$ cat src/rtl/keypad_matrix_scanner.sv
// 4x3 matrix keypad scanner with debounce, single-key resolution and registered level/strobe outputs.
// Optional auto-repeat of key_pulse while a key is held is enabled by defining KEYPAD_AUTOREPEAT_EN.
module keypad_matrix_scanner #(
    parameter int ROW_CYCLES      = 2,
    parameter int DEBOUNCE_CYCLES = 20,
    parameter int REPEAT_DELAY    = 500,
    parameter int REPEAT_RATE     = 200
) (
    input  logic       clk,
    input  logic       rst,
    input  logic [2:0] col_in,
    output logic [3:0] row_out,
    output logic [9:0] key_onehot,
    output logic       key_star,
    output logic       key_hash,
    output logic [3:0] key_code,
    output logic       key_pulse
);

    function automatic int max2(input int a, input int b);
        max2 = (a > b) ? a : b;
    endfunction

    localparam int MAX_P = max2(max2(ROW_CYCLES, DEBOUNCE_CYCLES), max2(REPEAT_DELAY, REPEAT_RATE));
    localparam int CNT_W = $clog2(MAX_P + 1);

    localparam logic [CNT_W-1:0] SLOT_LAST = CNT_W'(ROW_CYCLES - 1);
    localparam logic [CNT_W-1:0] DEB_LAST  = CNT_W'(DEBOUNCE_CYCLES - 1);
    localparam logic [CNT_W-1:0] CNT_ZERO  = {CNT_W{1'b0}};
    localparam logic [3:0]       CODE_NONE = 4'hF;
    localparam logic [2:0]       COLS_IDLE = 3'b111;

    typedef enum logic [1:0] {
        SCAN     = 2'd0,
        DEBOUNCE = 2'd1,
        HELD     = 2'd2,
        RELEASE  = 2'd3
    } state_t;

    // Exactly one column low is the only pattern that names a single key.
    function automatic logic col_valid(input logic [2:0] c);
        case (c)
            3'b110, 3'b101, 3'b011: col_valid = 1'b1;
            default:                col_valid = 1'b0;
        endcase
    endfunction

    function automatic logic [1:0] col_index(input logic [2:0] c);
        case (c)
            3'b110:  col_index = 2'd0;
            3'b101:  col_index = 2'd1;
            3'b011:  col_index = 2'd2;
            default: col_index = 2'd0;
        endcase
    endfunction

    function automatic logic [3:0] key_decode(input logic [1:0] row, input logic [1:0] col);
        if (row != 2'd3) begin
            key_decode = ({2'b00, row} * 4'd3) + {2'b00, col} + 4'd1;
        end else begin
            case (col)
                2'd0:    key_decode = 4'd10;
                2'd1:    key_decode = 4'd0;
                2'd2:    key_decode = 4'd11;
                default: key_decode = CODE_NONE;
            endcase
        end
    endfunction

    function automatic logic [CNT_W-1:0] sat_inc(input logic [CNT_W-1:0] v);
        sat_inc = (v == {CNT_W{1'b1}}) ? v : v + {{(CNT_W-1){1'b0}}, 1'b1};
    endfunction

    logic [2:0]       col_meta_r, col_sync_r;
    logic [1:0]       row_d1_r, row_d2_r;
    state_t           state_r, state_s;
    logic [1:0]       row_idx_r, row_idx_s;
    logic [CNT_W-1:0] slot_cnt_r, slot_cnt_s;
    logic [CNT_W-1:0] cnt_r, cnt_s, deb_next_s;
    logic [2:0]       cap_cols_r, cap_cols_s;
    logic [3:0]       row_out_r;
    logic [3:0]       key_code_r, code_s;
    logic [9:0]       key_onehot_r, onehot_s;
    logic             key_star_r, key_hash_r, star_s, hash_s;
    logic             key_pulse_r, press_s, rep_fire_s;

    // Two-flop column synchronizer; row_d2_r tags each synchronized sample with the row that produced it.
    always_ff @(posedge clk or posedge rst) begin
        if (rst) begin
            col_meta_r <= COLS_IDLE;
            col_sync_r <= COLS_IDLE;
            row_d1_r   <= 2'd0;
            row_d2_r   <= 2'd0;
        end else begin
            col_meta_r <= col_in;
            col_sync_r <= col_meta_r;
            row_d1_r   <= row_idx_r;
            row_d2_r   <= row_d1_r;
        end
    end

    // Next-state logic: scan, debounce, hold and release of a single key.
    always_comb begin
        state_s    = state_r;
        row_idx_s  = row_idx_r;
        slot_cnt_s = slot_cnt_r;
        cnt_s      = cnt_r;
        cap_cols_s = cap_cols_r;
        code_s     = key_code_r;
        press_s    = 1'b0;
        deb_next_s = sat_inc(cnt_r);
        case (state_r)
            SCAN: begin
                if (slot_cnt_r >= SLOT_LAST) begin
                    slot_cnt_s = CNT_ZERO;
                    if (col_valid(col_sync_r)) begin
                        // The sample belongs to the row driven two cycles ago; drive that row back.
                        state_s    = DEBOUNCE;
                        cap_cols_s = col_sync_r;
                        row_idx_s  = row_d2_r;
                        cnt_s      = CNT_ZERO;
                    end else begin
                        row_idx_s = row_idx_r + 2'd1;
                    end
                end else begin
                    slot_cnt_s = sat_inc(slot_cnt_r);
                end
            end
            DEBOUNCE: begin
                if (row_d2_r != row_idx_r) begin
                    cnt_s = cnt_r;  // sample still from a row driven before the freeze
                end else if (col_sync_r == cap_cols_r) begin
                    if (deb_next_s >= DEB_LAST) begin
                        state_s = HELD;
                        cnt_s   = CNT_ZERO;
                        code_s  = key_decode(row_idx_r, col_index(cap_cols_r));
                        press_s = 1'b1;
                    end else begin
                        cnt_s = deb_next_s;
                    end
                end else begin
                    state_s    = SCAN;
                    cnt_s      = CNT_ZERO;
                    slot_cnt_s = CNT_ZERO;
                    row_idx_s  = row_idx_r + 2'd1;
                end
            end
            HELD: begin
                if (col_sync_r == COLS_IDLE) begin
                    state_s = RELEASE;
                    cnt_s   = CNT_ZERO;
                end else begin
                    state_s = HELD;
                end
            end
            RELEASE: begin
                if (col_sync_r != COLS_IDLE) begin
                    state_s = HELD;
                    cnt_s   = CNT_ZERO;
                end else if (deb_next_s >= DEB_LAST) begin
                    state_s    = SCAN;
                    cnt_s      = CNT_ZERO;
                    slot_cnt_s = CNT_ZERO;
                    row_idx_s  = 2'd0;
                    code_s     = CODE_NONE;
                end else begin
                    cnt_s = deb_next_s;
                end
            end
            default: begin
                state_s    = SCAN;
                cnt_s      = CNT_ZERO;
                slot_cnt_s = CNT_ZERO;
                row_idx_s  = 2'd0;
                code_s     = CODE_NONE;
            end
        endcase
    end

    // Level outputs are a pure decode of the next key code, so they can never disagree with it.
    always_comb begin
        onehot_s = 10'b0;
        star_s   = 1'b0;
        hash_s   = 1'b0;
        if (code_s <= 4'd9) begin
            onehot_s = 10'b00_0000_0001 << code_s;
        end else if (code_s == 4'd10) begin
            star_s = 1'b1;
        end else if (code_s == 4'd11) begin
            hash_s = 1'b1;
        end else begin
            onehot_s = 10'b0;
        end
    end

`ifdef KEYPAD_AUTOREPEAT_EN
    localparam logic [CNT_W-1:0] REP_DELAY_C = CNT_W'(REPEAT_DELAY);
    localparam logic [CNT_W-1:0] REP_RATE_C  = CNT_W'(REPEAT_RATE);

    logic [CNT_W-1:0] rep_cnt_r, rep_cnt_s, rep_next_s;
    logic             rep_first_r, rep_first_s;

    // Repeat timer runs only while staying in HELD; the first interval is the longer delay.
    always_comb begin
        rep_cnt_s   = CNT_ZERO;
        rep_first_s = 1'b1;
        rep_fire_s  = 1'b0;
        rep_next_s  = sat_inc(rep_cnt_r);
        if ((state_r == HELD) && (state_s == HELD)) begin
            if (rep_next_s >= (rep_first_r ? REP_DELAY_C : REP_RATE_C)) begin
                rep_fire_s  = 1'b1;
                rep_cnt_s   = CNT_ZERO;
                rep_first_s = 1'b0;
            end else begin
                rep_cnt_s   = rep_next_s;
                rep_first_s = rep_first_r;
            end
        end else begin
            rep_cnt_s   = CNT_ZERO;
            rep_first_s = 1'b1;
        end
    end

    // Repeat timer state.
    always_ff @(posedge clk or posedge rst) begin
        if (rst) begin
            rep_cnt_r   <= CNT_ZERO;
            rep_first_r <= 1'b1;
        end else begin
            rep_cnt_r   <= rep_cnt_s;
            rep_first_r <= rep_first_s;
        end
    end
`else
    assign rep_fire_s = 1'b0;
`endif

    // FSM state, counters and registered outputs.
    always_ff @(posedge clk or posedge rst) begin
        if (rst) begin
            state_r      <= SCAN;
            row_idx_r    <= 2'd0;
            slot_cnt_r   <= CNT_ZERO;
            cnt_r        <= CNT_ZERO;
            cap_cols_r   <= COLS_IDLE;
            row_out_r    <= 4'b1110;
            key_code_r   <= CODE_NONE;
            key_onehot_r <= 10'b0;
            key_star_r   <= 1'b0;
            key_hash_r   <= 1'b0;
            key_pulse_r  <= 1'b0;
        end else begin
            state_r      <= state_s;
            row_idx_r    <= row_idx_s;
            slot_cnt_r   <= slot_cnt_s;
            cnt_r        <= cnt_s;
            cap_cols_r   <= cap_cols_s;
            row_out_r    <= ~(4'b0001 << row_idx_s);
            key_code_r   <= code_s;
            key_onehot_r <= onehot_s;
            key_star_r   <= star_s;
            key_hash_r   <= hash_s;
            key_pulse_r  <= press_s | rep_fire_s;
        end
    end

    assign row_out    = row_out_r;
    assign key_code   = key_code_r;
    assign key_onehot = key_onehot_r;
    assign key_star   = key_star_r;
    assign key_hash   = key_hash_r;
    assign key_pulse  = key_pulse_r;

endmodule

$ cat config.mk
export PLATFORM = sky130hd
export DESIGN_NAME = keypad_matrix_scanner
export DESIGN_NICKNAME = d
export VERILOG_FILES = /design/src/rtl/keypad_matrix_scanner.sv
export SDC_FILE = /design/constraint.sdc
export NUM_CORES = 1
export LEC_CHECK = 0
export ABC_CLOCK_PERIOD_IN_PS = 3750
export BUFFER_PORTS_ARGS = -buffer_cell sky130_fd_sc_hd__buf_2
export CORE_MARGIN = 3
export CORE_UTILIZATION = 45
export CTS_BUF_LIST = sky130_fd_sc_hd__clkbuf_8
export DETAILED_ROUTE_END_ITERATION = 12
export SLEW_MARGIN = 10
export SYNTH_ARGS = -nofsm -noshare
export SYNTH_HDL_FRONTEND = slang
export SYNTH_SLANG_ARGS = --single-unit
$ cat constraint.sdc
create_clock -name clk -period 3.75 [get_ports clk]
set_input_delay 0.375 -clock clk [delete_from_list [all_inputs] [get_ports clk]]
set_output_delay 0.375 -clock clk [all_outputs]
set_load 0.005 [all_outputs]
# Yosys cells after proc, flatten, opt, wreduce, memory -nomap -nowiden
# Index checks and enable logic that the tools add are counted.
dict set report totals {
  register_bits 56
  latch_bits 0
  mem_bits_rw 0
  rom_bits 0
  out_inout_bits 21
  mem_count 0
}
dict set report op_classes {
  n_addsub 5
  multipliers 1
  div 0
  n_lt_le_gt_ge 3
  eq_ne 29
  n_shift 2
  mux 58
  bitwise 1
  n_reduce_logical 8
}
# cell n
set op_table {}
lappend op_table {{$mux W9} 14}
lappend op_table {{$pmux W9 S4} 1}
lappend op_table {{$mux W2} 17}
lappend op_table {{$pmux W9 S3} 1}
lappend op_table {{$mux W4} 6}
lappend op_table {{$add A9 B1 Y9 const B} 2}
lappend op_table {{$eq A9 B9 Y1 const B} 2}
lappend op_table {{$ne A2 B2 Y1 const B} 8}
lappend op_table {{$mux W1} 13}
lappend op_table {{$eq A3 B3 Y1 const B} 4}
lappend op_table {{$ne A3 B3 Y1 const B} 4}
lappend op_table {{$pmux W4 S3} 1}
lappend op_table {{$mux W10} 1}
lappend op_table {{$shl A1 B4 Y10 const A} 1}
lappend op_table {{$ge A9 B1 Y1 const B} 1}
lappend op_table {{$ge A9 B5 Y1 const B} 1}
lappend op_table {{$eq A4 B4 Y1 const B} 2}
lappend op_table {{$pmux W2 S4} 1}
lappend op_table {{$pmux W4 S2} 1}
lappend op_table {{$eq A2 B2 Y1 const B} 3}
lappend op_table {{$eq A3 B2 Y1 const B} 2}
lappend op_table {{$pmux W2 S3} 1}
lappend op_table {{$reduce_and A6 Y1} 1}
lappend op_table {{$reduce_and A5 Y1} 1}
lappend op_table {{16 further kinds} 18}

# Logic depth before layout (Yosys ltp)
# Gate-level depths: netlist of run 1.
dict set report logic_depth {
  word_depth 18
  mapped_depth 10
  ltp_nobuf 9
}

# Least setup slack after synthesis of run 1
# Ideal clock, no wire load.
dict set report synth_path {
  path_kind {reg2reg}
  start {reg cnt_r[0]}
  end {reg slot_cnt_r[1]}
  t_arrival_ps 2492
  path_slack_ps 1133
  path_stages_with_launch 10
  synth_period_minus_slack_ps 2617
  path_cell_list {dfrtp_1 > ha_1 > and2_1 > buf_4 > and4b_1 > or3_4 > a211oi_4 > nor2_1 > a31oi_4 > mux2_2}
}
dict set report synth_via {
  elab_chain_cells 5
  elab_cells_between_ends 6
  classes_between {add/sub: 1; order compare: 1; eq/ne: 2; mux: 1; reduce/logical: 1}
}
# item line_no
set synth_rtl {}
lappend synth_rtl {{start, declared} 79} ;# logic [CNT_W-1:0] cnt_r, cnt_s, deb_next_s;
lappend synth_rtl {{start signal, assigned} 256} ;# cnt_r <= cnt_s;
lappend synth_rtl {{$add A9 B1 Y9 / $eq A9 B9 Y1 (equally long branches)} 71} ;# sat_inc = (v == {CNT_W{1'b1}}) ? v : v + {{(CNT_W-1){1'b0}}, 1'b1};
lappend synth_rtl {{$mux W9 *} 71}
lappend synth_rtl {{$ge A9 B5 Y1 *} 160} ;# end else if (deb_next_s >= DEB_LAST) begin
lappend synth_rtl {{$ne A2 B2 Y1 (no source line) *} n/a}
lappend synth_rtl {{$reduce_and A6 Y1 (no source line) *} n/a}
lappend synth_rtl {{end signal, assigned} 255} ;# slot_cnt_r <= slot_cnt_s;
lappend synth_rtl {{end, declared} 78} ;# logic [CNT_W-1:0] slot_cnt_r, slot_cnt_s;
# Every way passes the cells marked *; elsewhere a longest branch is shown, timed or not.
# A chain may end at the register's enable or synchronous reset.

# Worst setup path after layout of run 1
dict set report layout_path {
  start {reg cnt_r[0]}
  end {reg key_star_r (netlist: key_star)}
}
dict set report layout_via {
  elab_chain_cells 10
  elab_cells_between_ends 14
  classes_between {add/sub: 1; order compare: 2; eq/ne: 2; mux: 9}
}
# item line_no
set layout_rtl {}
lappend layout_rtl {{$add A9 B1 Y9 / $eq A9 B9 Y1 (equally long branches)} 71}
lappend layout_rtl {{$mux W9 *} 71}
lappend layout_rtl {{$ge A9 B5 Y1 *} {133, 160}}
lappend layout_rtl {{$mux W4} 133} ;# if (deb_next_s >= DEB_LAST) begin
lappend layout_rtl {{$mux W4} 132} ;# end else if (col_sync_r == cap_cols_r) begin
lappend layout_rtl {{$mux W4} 130} ;# if (row_d2_r != row_idx_r) begin
lappend layout_rtl {{$pmux W4 S2 *} 112} ;# case (state_r)
lappend layout_rtl {{parallel branches: the longest is 2 deep, another holds $le A4 B4 Y1} n/a}
lappend layout_rtl {{$mux W1 *} 185} ;# if (code_s <= 4'd9) begin
lappend layout_rtl {{named net star_s} 84} ;# logic key_star_r, key_hash_r, star_s, hash_s;
lappend layout_rtl {{end signal, assigned} 261} ;# key_star_r <= star_s;
lappend layout_rtl {{end, declared} 84}
# Mark *: on every way through the listed nets, which the timed path passes.

==> impl_metrics.tcl, run 1 <==
set metrics [dict create \
    status "finished clean" \
    cts_resized 0 \
    drcViolationCount 0 \
    path_clk_slew_ps 100 \
    multi_input_area_um2 1220 \
    post_cts_buffers 0 \
    synthArstFlopShare_pct 100 \
    critPathLaunchType "register" \
    finalPower_w 0.00196 \
    avgSynthCellArea_um2 11.6 \
    grt_pass1_vias 1849 \
    initial_core_util_pct 48.2 \
    synth-seq-cells 56 \
    slew_viol_final 0 \
    synthTopCellsByCount "dfrtp_1, dfstp_2, nand2_1, nor2_1, inv_1" \
    clock.fmax_mhz 337 \
    dr_wl_met3_um 162 \
    vias 1807 \
    rows 27 \
    cts.htree.levels 2 \
    chipWidth_um 84.2 \
    drt-initial-drc-count 87 \
    setup_viol 0 \
    grt.total_usage_pct 14.7 \
    synth_edf_count 0 \
    crit_buf_inv 0 \
    tns_ps 0 \
    ys_types 52 \
    crit_family "simple AND/OR/NAND/NOR gates" \
    postRouteAntennaNets 0 \
    required_ps 3960 \
    wl_met1_mm 2.50 \
    p_leak_nw 1.38 \
    antenna_found_initial 0 \
    synth_area_leaders "dfrtp_1, dfstp_2, ha_1, and2_1, mux2_2" \
    hpwl_mm 3.50 \
    timing.final.crit_share_pct 79.2 \
    port_buffers 25 \
    finClkSkew_ps 8.58 \
    finalHoldViolations 0 \
    yosysSeqAreaShare_pct 51.7 \
    met2WireLength_mm 2.20 \
    cp_max_fo 13 \
    dr.pass1.iters 4 \
    worst_slack_ps 782 \
    cts_buffer_depth 2 \
    path_class "reg2reg" \
    fp.coreArea_um2 5710 \
    diodes 0 \
    crit_path_start "cnt_r[0]$_DFFE_PP0P_" \
    grt_pass1_wl_mm 8.54 \
    fill_cells 513 \
    postCtsHoldBufs 0 \
    numCtsBuffers 5 \
    arrival_ps 3170 \
    cts_tree "done" \
    final_layout_size_suffix_gt1_share_pct 29.3 \
    rsz0062_at_grt "false" \
    endpoint_kind "register" \
    crit_path_cell_trace "ha_1 > and2_1 > a21oi_1 > or4_4 > a211oi_4 > nor2_2 > a2bb2oi_2 > and4bb_2" \
    synth_warnings 0 \
    grt_max_degree 34 \
    cts.sinks 56 \
    hold_path_class "in2async" \
    min_period_ps 2970 \
    synth.most_common_cell "dfrtp_1" \
    top_layer_used "met4" \
    synth_top_flop_cell "dfrtp_1" \
    crit-reg2reg-launch "cnt_r[0]$_DFFE_PP0P_" \
    area_growth_pct 9.55 \
    vdd_drop_max_mv 0.347 \
    yosysTopAreaCell "dfrtp_1" \
    power_density_nw_per_um2 650 \
    totalWireLength_mm 4.91 \
    relSlewSlack_pct 47.8 \
    design_area_um2 3010 \
    root_buffer "clkbuf_8" \
    io_pins 26 \
    synth_fp_nets 253 \
    insertion_delay_ps 310 \
    syn_inst 238 \
    die_y_um 84.2 \
    worst_slew_pin_slew_ps 779 \
    via_per_inst 5.39 \
    gp_congestion 0.864 \
    grt-ovfl-total 0 \
    synth_top_area_share_pct 36.4 \
    placed_cell_area_um2 2920 \
    critPathSlowestCell "a2bb2oi_2" \
    nNetsFinal 277 \
    dieArea_um2 7090 \
    max-cap-violations 0 \
    register_area_um2 1420 \
    wl_per_cell_um 14.6 \
    crit_path_max_incr_delay_ps 570 \
    hold_slack_ps 78.7 \
    dp_slack_ps 820 \
    synth_area_um2 2750 \
]
area by class of cell:
| type | count | share of cell area, % |
|---|---|---|
| Clock buffer | 6 | 2.74 |
| Sequential cell | 56 | 47.2 |
| Timing Repair Buffer | 26 | 4.40 |
| Inverter | 13 | 1.62 |
| Tap cell | 72 | 2.99 |
| Multi-Input combinational cell | 160 | 40.6 |
| Clock inverter | 2 | 0.457 |
routing by layer:
| metal | up-vias | GRT usage (%) |
|---|---|---|
| met5 | - | 0 |
| met4 | 0 | 3.51 |
| met3 | 5 | 3.53 |
| met2 | 23 | 23.4 |
| met1 | 889 | 20.4 |
| li1 | 890 | - |
worst paths after layout:
| path | endpoint | slack (ps) | cells after the start |
|---|---|---|---|
| worst max-delay path | key_star$_DFF_PP0_ | 780 | 8 |
| worst min-delay path | row_d1_r[0]$_DFF_PP0_ | 80 | 2 |
| worst max register to register | key_star$_DFF_PP0_ | 780 | 8 |
| worst min register to register | col_sync_r[2]$_DFF_PP1_ | 360 | 0 |
| max in group asynchronous | col_sync_r[0]$_DFF_PP1_ | 2840 | 3 |
| min in group clk | col_meta_r[2]$_DFF_PP1_ | 160 | 1 |
sequential cells by signal, summed over array words and instances (netlist names):
signal / cells
key_code: 4
col_sync_r: 3
key_onehot: 10
slot_cnt_r: 9
key_pulse: 1
cap_cols_r: 3
row_out: 4
row_idx_r: 2
key_star: 1
row_d1_r: 2
row_d2_r: 2
cnt_r: 9
state_r: 2
key_hash: 1
col_meta_r: 3
cell families after synthesis:
logic type | synth area share [%]
XOR/XNOR | 2.23
AND/OR/NAND/NOR | 20.5
buffers and inverters | 3.82
AO/OA/AOI/OAI | 12.7
flip-flops | 51.7
adder cells (fa/ha/maj) | 5.10
multiplexers | 3.91
where the power goes:
part | internal (W) | switching [W]
Sequential | 0.000719 | 0.000105
Combinational | 0.000337 | 0.000450
Clock | 0.000152 | 0.000195
Total | 0.00121 | 0.000750
per-stage QoR:
stage / instances / utilization (%)
after floorplan: 238 / -
after global placement: 327 / 51.1
after detailed placement: 327 / 51.1
after CTS: 335 / 52.8
after global routing: 335 / 52.8
final: 335 / 52.8
layout by cell type, fill, tap and decap left out, types with 2 or more instances in the layout:
cell,netlist,layout
dfstp_2,16,16
and2_1,12,12
and3_1,3,3
a31oi_1,4,4
nor3_1,2,2
nor2_1,15,15
a21oi_1,12,12
buf_2,0,25
nand4_1,4,4
and4bb_2,4,4
a22o_1,2,2
and4b_1,3,3
ha_1,8,8
a22oi_1,2,2
o211ai_1,4,4
xnor2_1,6,6
dfrtp_1,40,40
mux2_2,6,6
a2bb2oi_2,3,3
nor2b_1,4,4
nor4b_2,3,3
clkbuf_8,0,6
nand2b_1,3,3
nand3_1,4,4
nand2_1,15,15
fa_1,2,2
inv_1,13,12
o21ai_0,11,11
nand3b_1,2,2
mux2i_1,4,4
nor4_1,2,2
No activity file was read; power rests on OpenSTA's default activity.
==> inputs of run 2 (changes only) <==
--- a/config.mk
+++ b/config.mk
@@ -5,12 +5,14 @@
 export SDC_FILE = /design/constraint.sdc
 export NUM_CORES = 1
 export LEC_CHECK = 0
-export ABC_CLOCK_PERIOD_IN_PS = 3750
+export ABC_AREA = 1
+export ABC_CLOCK_PERIOD_IN_PS = 2700
 export BUFFER_PORTS_ARGS = -buffer_cell sky130_fd_sc_hd__buf_2
 export CORE_MARGIN = 3
 export CORE_UTILIZATION = 45
 export CTS_BUF_LIST = sky130_fd_sc_hd__clkbuf_8
 export DETAILED_ROUTE_END_ITERATION = 12
+export PLACE_DENSITY = 0.65
 export SLEW_MARGIN = 10
 export SYNTH_ARGS = -nofsm -noshare
 export SYNTH_HDL_FRONTEND = slang
==> constraint.sdc (replaced) <==
create_clock -name clk -period 2.7 [get_ports clk]
set_input_delay 0.27 -clock clk [delete_from_list [all_inputs] [get_ports clk]]
set_output_delay 0.27 -clock clk [all_outputs]
set_load 0.005 [all_outputs]
==> run 2 against run 1 <==
Compared with the run above:
- largest power group is now combinational logic
- non-clock buffer count grew 7
- sequential power grew 33%
- fmax grew 17%
- global-route usage grew 0.72 points
- combinational power grew 54%
- flip-flop and latch count is the same
- largest cell class unchanged
- first-iteration DRC count grew 11%
- critical endpoint is now key_onehot[6]$_DFF_PP0_
- worst hold slack lost 18 ps
- synthesized area grew 6.4%
- core utilization grew 1.4 points
==> impl_metrics.tcl, run 2 <==
set metrics [dict create \
    wl_per_cell_um 11.4 \
    ys_types 37 \
    hold_depth 1 \
    drcViolationCount 0 \
    die_y_um 86.6 \
    timing.final.crit_share_pct 93.9 \
    cts.sinks 56 \
    final_layout_size_suffix_gt1_share_pct 26.1 \
    multi_input_area_um2 1300 \
    grt-ovfl-total 0 \
    cts.htree.levels 2 \
    required_ps 2900 \
    cts_tree "done" \
    critPathSlowestCell "dfstp_2" \
    fill_cells 570 \
    layout_commonest_cell "nand2_1" \
    insertion_delay_ps 300 \
    max-cap-violations 0 \
    synth-seq-cells 56 \
    antenna_found_initial 0 \
    critPathLaunchType "register" \
    register_area_um2 1420 \
    totalWireLength_mm 5.22 \
    relSlewSlack_pct 36.4 \
    via_per_inst 4.90 \
    vdd_drop_max_mv 0.533 \
    finalPower_w 0.00276 \
    tns_ps 0 \
    endpoint_kind "register" \
    rows 28 \
    drt-initial-drc-count 97 \
    slew_viol_final 0 \
    synth_top_flop_cell "dfrtp_1" \
    synthTopCellsByCount "nand2_1, inv_1, nor2_1" \
    fin_util_pct 54.1 \
    clock.fmax_mhz 395 \
    finalHoldViolations 0 \
    synth.most_common_cell "nand2_1" \
    crit_path_cell_trace "nor3_4 > fa_1 > inv_1 > fa_1 > inv_1 > o21ai_1 > inv_1 > nand4_1 > nand2_1 > inv_1 > nand2_2 > nand2_2 > nor2_1" \
    cts_buffer_depth 2 \
    synth_area_leaders "dfrtp_1, dfstp_2, nand2_1, inv_1, nor2_1" \
    largest_reg_flops 10 \
    arrival_ps 2730 \
    power_density_nw_per_um2 836 \
    vias 2245 \
    synth_top_area_share_pct 34.2 \
    path_class "reg2reg" \
    synth_warnings 0 \
    syn_inst 345 \
    yosysTopAreaCell "dfrtp_1" \
    port_buffers 25 \
    reg2reg_depth 13 \
    chipWidth_um 86.6 \
    setup_viol 0 \
    hold_slack_ps 60.2 \
    path_clk_slew_ps 90 \
    seq_power_share_pct 39.7 \
    grt_pass1_wl_mm 9.43 \
    p_sw_share_pct 40.5 \
    diodes 0 \
    min_period_ps 2530 \
    gp_congestion 0.840 \
    final_cell_mix "nand2_1, inv_1, nor2_1, dfrtp_1, buf_2" \
    intPower_w 0.00164 \
    grt.total_usage_pct 15.4 \
    p_comb_share_pct 43.7 \
    yosysSeqAreaShare_pct 48.6 \
    initial_core_util_pct 48.0 \
    grt_max_degree 49 \
    area_growth_pct 12.8 \
    finClkSkew_ps 9.44 \
    dieArea_um2 7500 \
    synth_fp_nets 360 \
    power.switching_w 0.00112 \
    grt_pass1_vias 2066 \
    synthArstFlopShare_pct 100 \
    cp_common_cell "inv_1" \
    numCtsBuffers 5 \
    synth_area_um2 2930 \
    p_leak_nw 1.63 \
    io_pins 26 \
    postRouteAntennaNets 0 \
    avgSynthCellArea_um2 8.48 \
    cp_max_fo 4 \
    dr.pass1.iters 4 \
    synth_edf_count 0 \
    hpwl_mm 3.91 \
    fp.coreArea_um2 6100 \
    root_buffer "clkbuf_8" \
    hold_path_class "in2reg" \
    nNetsFinal 397 \
    crit_path_max_incr_delay_ps 590 \
    worst_slew_pin_slew_ps 952 \
    status "finished clean" \
    pwr-share-clk_pct 16.6 \
]
[run 2: cell count changes in the layout (fill, tap and decap cells not counted), moves of 8 or more]
cell	before	now
nand2_1	15	67
inv_1	12	47
nor2_1	15	40
nand3_1	4	20
nand2_2	0	13
and2_1	12	0
nand4_1	4	12
[run 2: critical path: cells and delay by family (launching register included)]
kind	cells	cell delay, ps
buffers and inverters	4	250
adder cells (fa/ha/maj)	2	1020
AND/OR/NAND/NOR	6	420
AO/OA/AOI/OAI	1	160
flip-flops	1	590
[run 2: final timing paths]
check | from | to | slack [ps]
worst max-delay path | cap_cols_r[2]$_DFFE_PP1P_ | key_onehot[6]$_DFF_PP0_ | 170
worst min-delay path | col_in[2] | col_meta_r[2]$_DFF_PP1_ | 60
worst max register to register | cap_cols_r[2]$_DFFE_PP1P_ | key_onehot[6]$_DFF_PP0_ | 170
worst min register to register | row_d1_r[0]$_DFF_PP0_ | row_d2_r[0]$_DFF_PP0_ | 350
max in group asynchronous | rst | cap_cols_r[0]$_DFFE_PP1P_ | 1760
min in group asynchronous | rst | cnt_r[6]$_DFFE_PP0P_ | 180
[run 2: cells by family after synthesis]
kind of cell	after synthesis	synth area share [%]
xor+xnor	8	2.39
buf+inv	59	7.91
flops	56	48.6
compound gates	35	6.89
simple gates	176	29.1
fa+ha+maj	10	4.79
mux	1	0.342
[run 2: per-layer routing]
metal  wire, um  global-route usage (%)
met2       2350                    24.2
met5          0                       0
met1       2640                    21.8
met4         57                    4.25
met3        175                    3.14
[run 2: cell type report]
cell class	instances	area share, %
tap	75	2.84
clock buffer	6	2.50
clock inverter	2	0.303
inverter	56	6.37
sequential	56	43.1
timing repair buffer	33	5.61
multi-input combinational	230	39.3
[run 2: repair_timing]
action	in CTS	in global routing
buffers inserted	0	2
hold buffers	0	0
endpoints found under the setup margin	2	12
pin swaps	0	7
gates resized for setup	1	8
[run 2: power by group through the flow]
stage | clock [W] | combinational, W | sequential (W)
floorplan | 0 | 0.000857 | 0.00111
global placement | 0 | 0.00112 | 0.00111
detailed placement | 0 | 0.00115 | 0.00111
CTS | 0.000484 | 0.00116 | 0.00110
global route | 0.000521 | 0.00140 | 0.00112
finish | 0.000458 | 0.00121 | 0.00110
[run 2: metrics by stage]
| step | area [um^2] | cells | worst slack (ps) |
|---|---|---|---|
| floorplan | 2930 | 345 | 233 |
| global route | 3300 | 458 | -2.18 |
| global placement | 3170 | 448 | 105 |
| CTS | 3270 | 456 | 97.3 |
| detailed placement | 3170 | 448 | -4.58 |
| finish | 3300 | 458 | 165 |
